===== src/rtl/dt_frame_sequencer.sv =====
// Frame sequencer for the double-threshold stage: forwards pixels, drains the window, latches thresholds.
// Optional THRESH_OVERRIDE_EN adds cfg_override/cfg_h_t/cfg_l_t to replace the computed thresholds.
module dt_frame_sequencer #(
    parameter int unsigned DATA_WIDTH   = 8,
    parameter int unsigned IMG_WIDTH    = 640,
    parameter int unsigned IMG_HEIGHT   = 480,
    parameter int unsigned FLUSH_CYCLES = 639
) (
    input  logic                  clock,
    input  logic                  rst_n,
`ifdef THRESH_OVERRIDE_EN
    input  logic                  cfg_override,
    input  logic [DATA_WIDTH-1:0] cfg_h_t,
    input  logic [DATA_WIDTH-1:0] cfg_l_t,
`endif
    input  logic                  s_valid,
    output logic                  s_ready,
    input  logic                  s_sof,
    input  logic [DATA_WIDTH-1:0] s_data,
    output logic                  m_valid,
    output logic [DATA_WIDTH-1:0] m_data,
    output logic [DATA_WIDTH-1:0] h_t,
    output logic [DATA_WIDTH-1:0] l_t,
    output logic [DATA_WIDTH-1:0] frame_max,
    output logic                  frame_done,
    output logic                  err_sof
);

    localparam int unsigned COL_W   = (IMG_WIDTH > 1) ? $clog2(IMG_WIDTH) : 1;
    localparam int unsigned ROW_W   = (IMG_HEIGHT > 1) ? $clog2(IMG_HEIGHT) : 1;
    localparam int unsigned FL_W    = (FLUSH_CYCLES > 1) ? $clog2(FLUSH_CYCLES) : 1;
    localparam int unsigned FL_LAST = (FLUSH_CYCLES > 0) ? FLUSH_CYCLES - 1 : 0;
    localparam bit          NO_FLUSH = (FLUSH_CYCLES == 0);

    localparam logic [DATA_WIDTH-1:0] DIV_TEN = DATA_WIDTH'(10);

    localparam logic [1:0] S_IDLE   = 2'd0;
    localparam logic [1:0] S_ACTIVE = 2'd1;
    localparam logic [1:0] S_FLUSH  = 2'd2;
    localparam logic [1:0] S_UPDATE = 2'd3;

    logic [1:0]            state, state_n;
    logic [COL_W-1:0]      col, col_n, pos_col;
    logic [ROW_W-1:0]      row, row_n, pos_row;
    logic [FL_W-1:0]       fl_cnt, fl_cnt_n;
    logic [DATA_WIDTH-1:0] run_max, run_max_n;
    logic [DATA_WIDTH-1:0] h_calc, l_calc;
    logic                  m_valid_n, frame_done_n, err_sof_n;
    logic [DATA_WIDTH-1:0] m_data_n, h_t_n, l_t_n, frame_max_n;
    logic                  accept, line_end, frame_end;

    assign s_ready = (state == S_IDLE) || (state == S_ACTIVE);
    assign accept  = s_valid && s_ready;

    // A sof accept always counts as pixel (0,0), whether starting or restarting a frame.
    assign pos_col   = s_sof ? '0 : col;
    assign pos_row   = s_sof ? '0 : row;
    assign line_end  = (pos_col == COL_W'(IMG_WIDTH - 1));
    assign frame_end = line_end && (pos_row == ROW_W'(IMG_HEIGHT - 1));

    assign h_calc = run_max / DIV_TEN;
    assign l_calc = h_calc >> 1;

    // Next-state and registered-output decode
    always_comb begin
        state_n      = state;
        col_n        = col;
        row_n        = row;
        fl_cnt_n     = fl_cnt;
        run_max_n    = run_max;
        m_valid_n    = 1'b0;
        m_data_n     = '0;
        frame_done_n = 1'b0;
        err_sof_n    = 1'b0;
        h_t_n        = h_t;
        l_t_n        = l_t;
        frame_max_n  = frame_max;
        case (state)
            S_IDLE, S_ACTIVE: begin
                if (accept && (s_sof || (state == S_ACTIVE))) begin
                    m_valid_n = 1'b1;
                    m_data_n  = s_data;
                    err_sof_n = s_sof && (state == S_ACTIVE);
                    run_max_n = (s_sof || (s_data > run_max)) ? s_data : run_max;
                    if (frame_end) begin
                        col_n    = '0;
                        row_n    = '0;
                        fl_cnt_n = '0;
                        state_n  = NO_FLUSH ? S_UPDATE : S_FLUSH;
                    end else begin
                        col_n   = line_end ? '0 : pos_col + COL_W'(1);
                        row_n   = line_end ? pos_row + ROW_W'(1) : pos_row;
                        state_n = S_ACTIVE;
                    end
                end
            end
            S_FLUSH: begin
                m_valid_n = 1'b1;
                if (fl_cnt == FL_W'(FL_LAST)) begin
                    state_n = S_UPDATE;
                end else begin
                    fl_cnt_n = fl_cnt + FL_W'(1);
                end
            end
            S_UPDATE: begin
                frame_done_n = 1'b1;
                frame_max_n  = run_max;
`ifdef THRESH_OVERRIDE_EN
                h_t_n = cfg_override ? cfg_h_t : h_calc;
                l_t_n = cfg_override ? cfg_l_t : l_calc;
`else
                h_t_n = h_calc;
                l_t_n = l_calc;
`endif
                state_n = S_IDLE;
            end
            default: state_n = S_IDLE;
        endcase
    end

    always_ff @(posedge clock) begin
        if (!rst_n) begin
            state      <= S_IDLE;
            col        <= '0;
            row        <= '0;
            fl_cnt     <= '0;
            run_max    <= '0;
            m_valid    <= 1'b0;
            m_data     <= '0;
            frame_done <= 1'b0;
            err_sof    <= 1'b0;
            h_t        <= '1;
            l_t        <= '1;
            frame_max  <= '0;
        end else begin
            state      <= state_n;
            col        <= col_n;
            row        <= row_n;
            fl_cnt     <= fl_cnt_n;
            run_max    <= run_max_n;
            m_valid    <= m_valid_n;
            m_data     <= m_data_n;
            frame_done <= frame_done_n;
            err_sof    <= err_sof_n;
            h_t        <= h_t_n;
            l_t        <= l_t_n;
            frame_max  <= frame_max_n;
        end
    end

endmodule


===== config.mk =====
export PLATFORM = sky130hd
export DESIGN_NAME = dt_frame_sequencer
export DESIGN_NICKNAME = d
export VERILOG_FILES = /design/src/rtl/dt_frame_sequencer.sv
export SDC_FILE = /design/constraint.sdc
export NUM_CORES = 1
export LEC_CHECK = 0
export BUFFER_PORTS_ARGS = -buffer_cell sky130_fd_sc_hd__buf_2
export CELL_PAD_IN_SITES_DETAIL_PLACEMENT = 0
export CELL_PAD_IN_SITES_GLOBAL_PLACEMENT = 2
export CORE_MARGIN = 5
export CORE_UTILIZATION = 36
export DETAILED_ROUTE_END_ITERATION = 7
export GPL_TIMING_DRIVEN = 0
export PLACE_DENSITY_LB_ADDON = 0.1
export SYNTH_ARGS = -nofsm -noshare
export SYNTH_HDL_FRONTEND = slang
export SYNTH_SLANG_ARGS = --single-unit

===== constraint.sdc =====
create_clock -name clock -period 8.1 [get_ports clock]
set_input_delay 0.81 -clock clock [delete_from_list [all_inputs] [get_ports clock]]
set_output_delay 0.81 -clock clock [all_outputs]
set_load 0.02 [all_outputs]

[After elaboration in Yosys (flattened, before gate mapping)]
Cells that the tools add are included.
Operators by class
  add/subtract/negate cells: 3
  divide/modulo/power cells: 1
  $lt $le $gt $ge: 1
  equality and inequality tests: 10
  mux-type cells: 17
  reduce and logical (&&, ||, !) cells: 15
Operators by type and width (number)
  $mux 10: 6
  $mux 9: 3
  $add 10x1->10 const B: 2
  $eq 10x10->1 const B: 2
  $pmux 10 s2: 1
  $add 9x1->9 const B: 1
  $eq 9x9->1 const B: 1
  $div 8x4->8 const B: 1
  $gt 8x8->1: 1
  $ne 2x2->1 const B: 4
  $mux 2: 3
  $pmux 2 s3: 1
  $reduce_and 3->1: 2
  $eq 2x2->1 const B: 2
  $logic_and 1x1->1: 4
  $reduce_and 2->1: 2
  $reduce_and 4->1: 1
  $logic_or 1x1->1: 3
  $eq 2x1->1 const B: 1
  $logic_not 2->1: 1
  $mux 1: 2
  $pmux 1 s2: 1
  $reduce_bool 2->1: 1
  $reduce_or 2->1: 1
Word-level totals
  bits in registers: 74
  bits of input ports: 12

[Logic depth before layout (Yosys ltp)]
Gate-level depths: netlist of run 1.
  depth in word-level cells: 6
  gate-level depth with buffers: 12

[Least setup slack after synthesis of run 1]
No wires, ideal clock.
  path kind: input-to-reg
  start point: input port s_sof
  end point: register fl_cnt[7]
  data arrival time: 3.034 ns
  required time: 8.028 ns
  setup slack: 4.993 ns
  cell stages on the path: 11
  path through: clkbuf_1 -> buf_1 -> nor2b_1 -> ha_1 -> and4b_1 -> buf_4 -> a41oi_2 -> or3_4 -> buf_6 -> or4_1 -> a21oi_1
Between the ends
  cells in the longest elaborated chain, start to end: 5
Ends and longest elaborated chain
  start, declared: RTL line 18  | input logic s_sof,
  $mux 10 or $mux 9 (tied branches): RTL line 56, 57
  $eq 10x10->1 or $eq 9x9->1 (tied branches): RTL line 58, 59
  $logic_and 1x1->1: RTL line 59  | assign frame_end = line_end && (pos_row == ROW_W'(IMG_HEIGHT - 1));
  $ne 2x2->1 (no line)
  $reduce_and 4->1 (no line) *
  end signal, assigned: RTL line 139  | fl_cnt <= fl_cnt_n;
  end, declared: RTL line 45  | logic [FL_W-1:0] fl_cnt, fl_cnt_n;
Mark *: on every way between the ends. The rest lies on a longest branch, timed or not.
A chain may end at the register's enable or synchronous reset.

[Worst setup path after layout of run 1]
  start point: input port s_sof
  end point: register fl_cnt[1]
Same word-level chain as after synthesis.

==> results of run 1 <==
[synth_stat cells, types with 11 or more instances]
cell type,n,area share
a21oi_1,49,0.069
o21ai_0,35,0.049
buf_4,11,0.023
ha_1,12,0.042
clkbuf_1,25,0.026
nor2_1,22,0.023
nand2_1,40,0.042
inv_1,15,0.016
dfxtp_1,64,0.36
and3_1,13,0.023
nand3_1,29,0.041
[cell families (layout without fill, tap and decap cells)]
logic type,Yosys count,in the layout,synth area share
fa+ha+maj,12,12,0.0422
xor+xnor,6,6,0.0148
mux,3,3,0.00844
flops,64,64,0.360
buf+inv,58,120,0.0756
simple gates,172,172,0.269
compound gates,132,132,0.230
[worst paths after layout]
check,endpoint,slack (ps),depth (start not counted)
hold / removal,frame_max[6],450,2
setup reg to reg,run_max[7],5400,8
setup / recovery,fl_cnt[1],4630,9
hold reg to reg,frame_max[6],450,2
[routing by layer]
metal  vias up  routed length, um
met5         -                  0
met4         0                176
met3        19                445
met2        77               4670
met1      1663               5590
li1       1734                  -
[final cells by class]
type	count	area, um2
Sequential cell	64	1280
Clock inverter	5	55.1
Timing Repair Buffer	46	230
Buffer	43	213
Multi-Input combinational cell	325	2010
Inverter	15	56.3
Clock buffer	11	151
Fill cell	1032	5520
Tap cell	133	166
[worst max-delay path: cells and delay by family]
| family | cells | cell delay, ps |
|---|---|---|
| buf+inv | 3 | 780 |
| fa+ha+maj | 1 | 260 |
| compound gates | 2 | 1140 |
| simple gates | 3 | 640 |
[power by group]
part | internal, uW | total (uW) | switching, uW | leakage [uW]
Sequential | 319 | 323 | 3.46 | 0.000518
Clock | 158 | 291 | 133 | 0.000101
Combinational | 24.5 | 77.8 | 53.3 | 0.000921
[sequential cells by signal, summed over array words and instances, names as in the netlist]
signal / cells
frame_done: 1
m_data: 8
state: 2
frame_max: 8
err_sof: 1
m_valid: 1
h_t: 6
run_max: 8
fl_cnt: 10
col: 10
row: 9
[per-stage QoR]
step | utilization | power [uW] | hold WS [ps] | worst slack [ps]
3_3_place_gp | 0.408 | 407 | 442 | 4270
5_1_grt | 0.430 | 720 | 476 | 4470
6_report | 0.430 | 691 | 453 | 4630
4_1_cts | 0.430 | 700 | 456 | 4640
3_5_place_dp | 0.408 | 407 | 446 | 4260
2_1_floorplan | - | 379 | 436 | 4990
==> metrics.yaml, run 1 <==
status: "finished, final reports clean"
dieArea_um2: 12000
drcViolationCount: 0
vias_per_cell: 5.44
slowest_delay_ps: 1050
startpoint_type: "primary input"
track_usage: 0.191
cts_root_buf: "clkbuf_8"
met2_usage: 0.290
htreeDepth: 3
arrival_ps: 3630
first_pass_iters: 4
gr-usage-met3: 0.0346
vias: 3493
clkTransAtPathRegs_ps: 70
cts_setup_buffers: 0
placed_cell_area_um2: 3950
r2r-start: "run_max[3]"
powerDensity_nw_per_um2: 166
synth_nets: 471
synth_edf_count: 0
hold_class: "flip-flop to flip-flop"
hold_start: "frame_max[6]"
postSynthCellCount: 447
cts_buffers: 9
drv_slew: 0
startpoint: "s_sof"
wl_per_cell_um: 16.9
nNetsFinal: 528
synthFlopType: "dfxtp_1"
hold_violations: 0
grt_pass1_wl_um: 17800
grt_busiest_layer: "met2"
max-cap-violations: 0
worst-setup-path-type: "primary input to flip-flop"
antenna_found_initial: 0
ctsHoldBuffers: 0
cts_resized: 0
cts_tree: "yes"
grt_pass1_vias: 3417
drt-initial-drc-count: 264
die_w_um: 109
clk_path_buf_depth: 2
grt_use_met1: 0.273
yosys_warnings: 0
drt_wl_total_um: 10900
fin_worst_skew_ps: 10.0
worstPathMaxFanout: 10
place_congestion: 0.834
worst_pin_slew_ps: 1240
die_h_um: 109
mostFrequentLayoutCells: "64 x dfxtp_1, 49 x a21oi_1, 48 x buf_2"
rows: 36
fin_cells: 642
crit_slowest_cell: "o31ai_1"
insertion_delay_ps: 350
fin_tns_setup_ps: 0
synthToLayoutAreaGrowth_pct: 17.0
io_buffers: 46
final_common_cell: "dfxtp_1"
crit_chain: "buf_2 > clkbuf_1 > buf_1 > nor2b_1 > ha_1 > and4_2 > nand4_1 > o31ai_1 > a221oi_1"
async_flop_share: 0
fin_crit_sh: 0.428
clock-sinks: 64
overflow: 0
cp-end-kind: "flip-flop"
critPathRequiredTime_ps: 8260
place.detailed.hpwl_um: 7850
grt_start_max_net_pins: 12
setup-violations-final: 0
layout-drive-gt1-share: 0.169
antenna_left: 0
rsz0062_at_grt: "no"
irDropWorstVdd_mv: 0.0704
io_pins: 48
period_needed_ps: 3470
syn_area_per_cell_um2: 7.96
num_antenna_cells: 0
numPlacedInstances: 626
max_freq_mhz: 289
ys_types: 61
p_leak_uw: 0.00154
core_um2: 9680
max_slew_margin: 0.167
start_util: 0.367
final_area_um2: 4160
ys_ff_latch: 64
seq_area_frac_synth: 0.360
syn-cell-area_um2: 3560
No activity file was read; power rests on OpenSTA's default activity.
==> inputs of run 2 (changes only) <==
--- a/config.mk
+++ b/config.mk
@@ -9,7 +9,7 @@
 export CELL_PAD_IN_SITES_DETAIL_PLACEMENT = 0
 export CELL_PAD_IN_SITES_GLOBAL_PLACEMENT = 2
 export CORE_MARGIN = 5
-export CORE_UTILIZATION = 36
+export CORE_UTILIZATION = 31
 export DETAILED_ROUTE_END_ITERATION = 7
 export GPL_TIMING_DRIVEN = 0
 export PLACE_DENSITY_LB_ADDON = 0.1
==> constraint.sdc (replaced) <==
create_clock -name clock -period 2.9 [get_ports clock]
set_input_delay 0.29 -clock clock [delete_from_list [all_inputs] [get_ports clock]]
set_output_delay 0.29 -clock clock [all_outputs]
set_load 0.02 [all_outputs]
==> metrics.yaml, run 2 (same netlist as run 1, synthesis figures left out) <==
ctsHoldBuffers: 0
io_buffers: 46
num_antenna_cells: 0
grt_start_max_net_pins: 11
drcViolationCount: 0
htreeDepth: 3
cts_tree: "yes"
r2r-start: "run_max[6]"
p_leak_uw: 0.00158
die_h_um: 117
place.detailed.hpwl_um: 8120
crit_slowest_cell: "or4_1"
reg_top3: "col (10), fl_cnt (10), row (9)"
crit_top_cell: "buf_2"
wl_per_cell_um: 17.5
drt-initial-drc-count: 193
max_freq_mhz: 364
fin_crit_sh: 0.947
insertion_delay_ps: 340
critPathTopFamily: "simple AND/OR/NAND/NOR gates"
vias: 3445
cp-end-kind: "flip-flop"
rsz0062_at_grt: "no"
status: "finished, final reports clean"
hold_ws_ps: 222
clkTransAtPathRegs_ps: 50
clk_path_buf_depth: 2
layout-drive-gt1-share: 0.174
final_area_um2: 4240
slowest_delay_ps: 460
startpoint_type: "primary input"
final_common_cell: "dfxtp_1"
drv_slew: 0
io_pins: 48
numPlacedInstances: 636
startpoint: "s_sof"
hold_start: "s_data[1]"
drt_wl_total_um: 11400
vias_per_cell: 5.31
max_slew_margin: 0.410
cts_buffers: 9
grt_pass1_wl_um: 17900
start_util: 0.314
antenna_left: 0
path_buf_inv: 5
overflow: 0
mostFrequentLayoutCells: "64 x dfxtp_1, 49 x buf_2, 49 x a21oi_1"
max-cap-violations: 0
cts_root_buf: "clkbuf_16"
dieArea_um2: 13700
powerDensity_nw_per_um2: 501
rows: 39
synthToLayoutAreaGrowth_pct: 19.3
nNetsFinal: 528
arrival_ps: 3010
critPathRequiredTime_ps: 3160
antenna_found_initial: 0
track_usage: 0.173
core_um2: 11300
setup-violations-final: 0
fin_cells: 649
place_congestion: 0.814
worst-setup-path-type: "primary input to flip-flop"
die_w_um: 117
grt_pass1_vias: 3232
first_pass_iters: 4
period_needed_ps: 2750
irDropWorstVdd_mv: 0.389
worstPathMaxFanout: 10
placed_cell_area_um2: 3970
worst_pin_slew_ps: 877
clock-sinks: 64
cts_setup_buffers: 0
crit_chain: "buf_2 > clkbuf_2 > buf_2 > nor2b_1 > ha_1 > and4b_1 > buf_4 > a41oi_2 > or3_4 > buf_6 > or4_1 > a21oi_1"
fin_worst_skew_ps: 7.59
hold_violations: 0
hold_class: "primary input to flip-flop"
==> run 2: layout make-up <==
| cell class | count | area, um2 |
|---|---|---|
| Fill cell | 1221 | 7080 |
| Multi-Input combinational cell | 325 | 2020 |
| Sequential cell | 64 | 1280 |
| Clock buffer | 12 | 256 |
| Timing Repair Buffer | 46 | 230 |
| Buffer | 43 | 218 |
| Tap cell | 143 | 179 |
| Inverter | 15 | 56.3 |
| Clock inverter | 1 | 5.00 |
==> run 2: stage by stage <==
stage / TNS (ps) / worst slack (ps) / total power, uW / util
after floorplan: 0 / 313 / 1060 / -
after global placement: -9270 / -485 / 1140 / 0.350
after detailed placement: -8480 / -452 / 1140 / 0.350
after CTS: 0 / 62.4 / 2140 / 0.374
after global routing: 0 / 12.2 / 2210 / 0.375
final: 0 / 155 / 2130 / 0.375
==> run 2: worst paths after layout <==
check,end,cells after the start,slack [ps]
setup reg to reg,run_max[2],8,280
hold / removal,m_data[1],2,220
hold reg to reg,frame_max[1],2,450
setup / recovery,fl_cnt[7],12,150
==> run 2: power by group <==
part	internal, uW	switching (uW)	leakage [uW]
combinational	69.2	152	0.000936
clock	609	393	0.000130
sequential	894	9.78	0.000518
total	1570	555	0.00158
==> run 2: repair_timing <==
action                                  4_1_cts  5_1_grt
resized for setup                             2        7
endpoints found under the hold margin         0        0
endpoints found under the setup margin       15       15
==> run 2: routing by layer <==
layer | track usage | share of wire | wire length (um) | vias up
met5 | 0 | 0 | 0 | -
met4 | 0.0581 | 0.011 | 125 | 0
met3 | 0.0427 | 0.053 | 598 | 8
met2 | 0.253 | 0.43 | 4870 | 84
met1 | 0.248 | 0.51 | 5780 | 1618
li1 | - | - | - | 1735
==> inputs of run 3 (changes only) <==
--- a/config.mk
+++ b/config.mk
@@ -12,7 +12,7 @@
 export CORE_UTILIZATION = 31
 export DETAILED_ROUTE_END_ITERATION = 7
 export GPL_TIMING_DRIVEN = 0
-export PLACE_DENSITY_LB_ADDON = 0.1
+export PLACE_DENSITY = 0.82
 export SYNTH_ARGS = -nofsm -noshare
 export SYNTH_HDL_FRONTEND = slang
 export SYNTH_SLANG_ARGS = --single-unit
==> metrics.yaml, run 3 (same netlist as run 1, synthesis figures left out) <==
cts_setup_buffers: 0
startpoint_type: "primary input"
core_um2: 11300
cts_buffers: 9
dieArea_um2: 13700
place_congestion: 0.827
antenna_found_initial: 0
intPower_uw: 1640
drt-initial-drc-count: 326
ctsHoldBuffers: 0
num_antenna_cells: 0
start_util: 0.314
critPathRequiredTime_ps: 3160
hold_class: "primary input to flip-flop"
drv_slew: 0
track_usage: 0.164
reg_top3: "col (10), fl_cnt (10), row (9)"
hold_start: "s_data[3]"
fin_worst_skew_ps: 5.20
mostFrequentLayoutCells: "64 x dfxtp_1, 49 x buf_2, 49 x a21oi_1"
setup-violations-final: 0
overflow: 0
grt_start_max_net_pins: 11
r2r_cells: 9
clkTransAtPathRegs_ps: 50
whs_path_depth: 2
p_sw_uw: 546
irDropWorstVdd_mv: 0.269
period_needed_ps: 2730
final_common_cell: "dfxtp_1"
htreeDepth: 3
p_leak_uw: 0.00160
worst_pin_slew_ps: 846
grt_pass1_vias: 3327
drt_wl_total_um: 10600
arrival_ps: 2990
vias_per_cell: 5.36
placed_cell_area_um2: 3970
io_pins: 48
p_clk_frac: 0.488
startpoint: "s_sof"
worstPathMaxFanout: 10
max_slew_margin: 0.431
cts_root_buf: "clkbuf_16"
clk_path_buf_depth: 2
layout-drive-gt1-share: 0.177
worst-setup-path-type: "primary input to flip-flop"
max_freq_mhz: 366
clock-sinks: 64
place.detailed.hpwl_um: 7710
insertion_delay_ps: 340
p_comb_frac: 0.100
rows: 39
final_area_um2: 4270
cts_tree: "yes"
first_pass_iters: 5
powerDensity_nw_per_um2: 512
r2r-start: "col[0]"
die_w_um: 117
drcViolationCount: 0
grt_pass1_wl_um: 17400
vias: 3490
rsz0062_at_grt: "no"
nNetsFinal: 528
die_h_um: 117
io_buffers: 46
power_switching_share: 0.250
fin_util: 0.377
antenna_left: 0
synthToLayoutAreaGrowth_pct: 20.1
max-cap-violations: 0
power_frac_seq: 0.412
wl_per_cell_um: 16.4
fin_crit_sh: 0.941
hold_violations: 0
cp-end-kind: "flip-flop"
status: "finished, final reports clean"
## run 3: cell types whose count changed in the layout (fill, tap and decap cells not counted), sizes merged
cell / previous run / this run
bufinv: 0 / 1
clkbuf: 37 / 36
clkinv: 1 / 3
## run 3: power groups by stage
| stage | clock network (uW) | registers (uW) | logic, uW |
|---|---|---|---|
| floorplan | 0 | 924 | 136 |
| global placement | 0 | 921 | 213 |
| detailed placement | 0 | 921 | 214 |
| CTS | 1100 | 902 | 215 |
| global route | 1140 | 903 | 245 |
| finish | 1070 | 902 | 218 |
## run 3: through the flow
step / instances / setup slack [ps] / setup TNS [ps] / total power, uW / hold slack, ps
after floorplan: 447 / 313 / 0 / 1060 / 436
after global placement: 636 / -446 / -8260 / 1130 / 444
after detailed placement: 636 / -371 / -7280 / 1130 / 447
after CTS: 651 / 90.2 / 0 / 2210 / 215
after global routing: 651 / 51.2 / 0 / 2290 / 226
final: 651 / 171 / 0 / 2190 / 228
## run 3: critical path, stage by stage
cell      delay (ps)
buf_2            170
clkbuf_2         240
buf_2            250
nor2b_1          140
ha_1             220
and4_2           280
a41oi_2          190
or3_4            440
buf_6            140
or4_1            460
a21oi_1          150
## run 3: path summary, 6_finish.rpt
path / to / slack (ps)
max: fl_cnt[7] / 170
max reg2reg: fl_cnt[7] / 400
min reg2reg: frame_max[5] / 450
min: m_data[3] / 230
## run 3: final cells by class
type                            instances  area (um2)
Buffer                                 43         216
Tap cell                              143         179
Fill cell                            1219        7050
Timing Repair Buffer                   46         230
Sequential cell                        64        1280
Inverter                               15        56.3
Multi-Input combinational cell        325        2020
Clock buffer                           11         243
Clock inverter                          4        45.0
## run 3: layer usage
layer,vias to the layer above,global-route usage,routed length (um)
met5,-,0,0
met4,0,0.0619,162
met3,12,0.0370,648
met2,120,0.251,4680
met1,1620,0.226,5150
li1,1738,-,-
## run 3: timing repair
action                                  4_1_cts  5_1_grt
gates resized for setup                       1        7
endpoints found under the setup margin        5       20
cloned                                        0        0
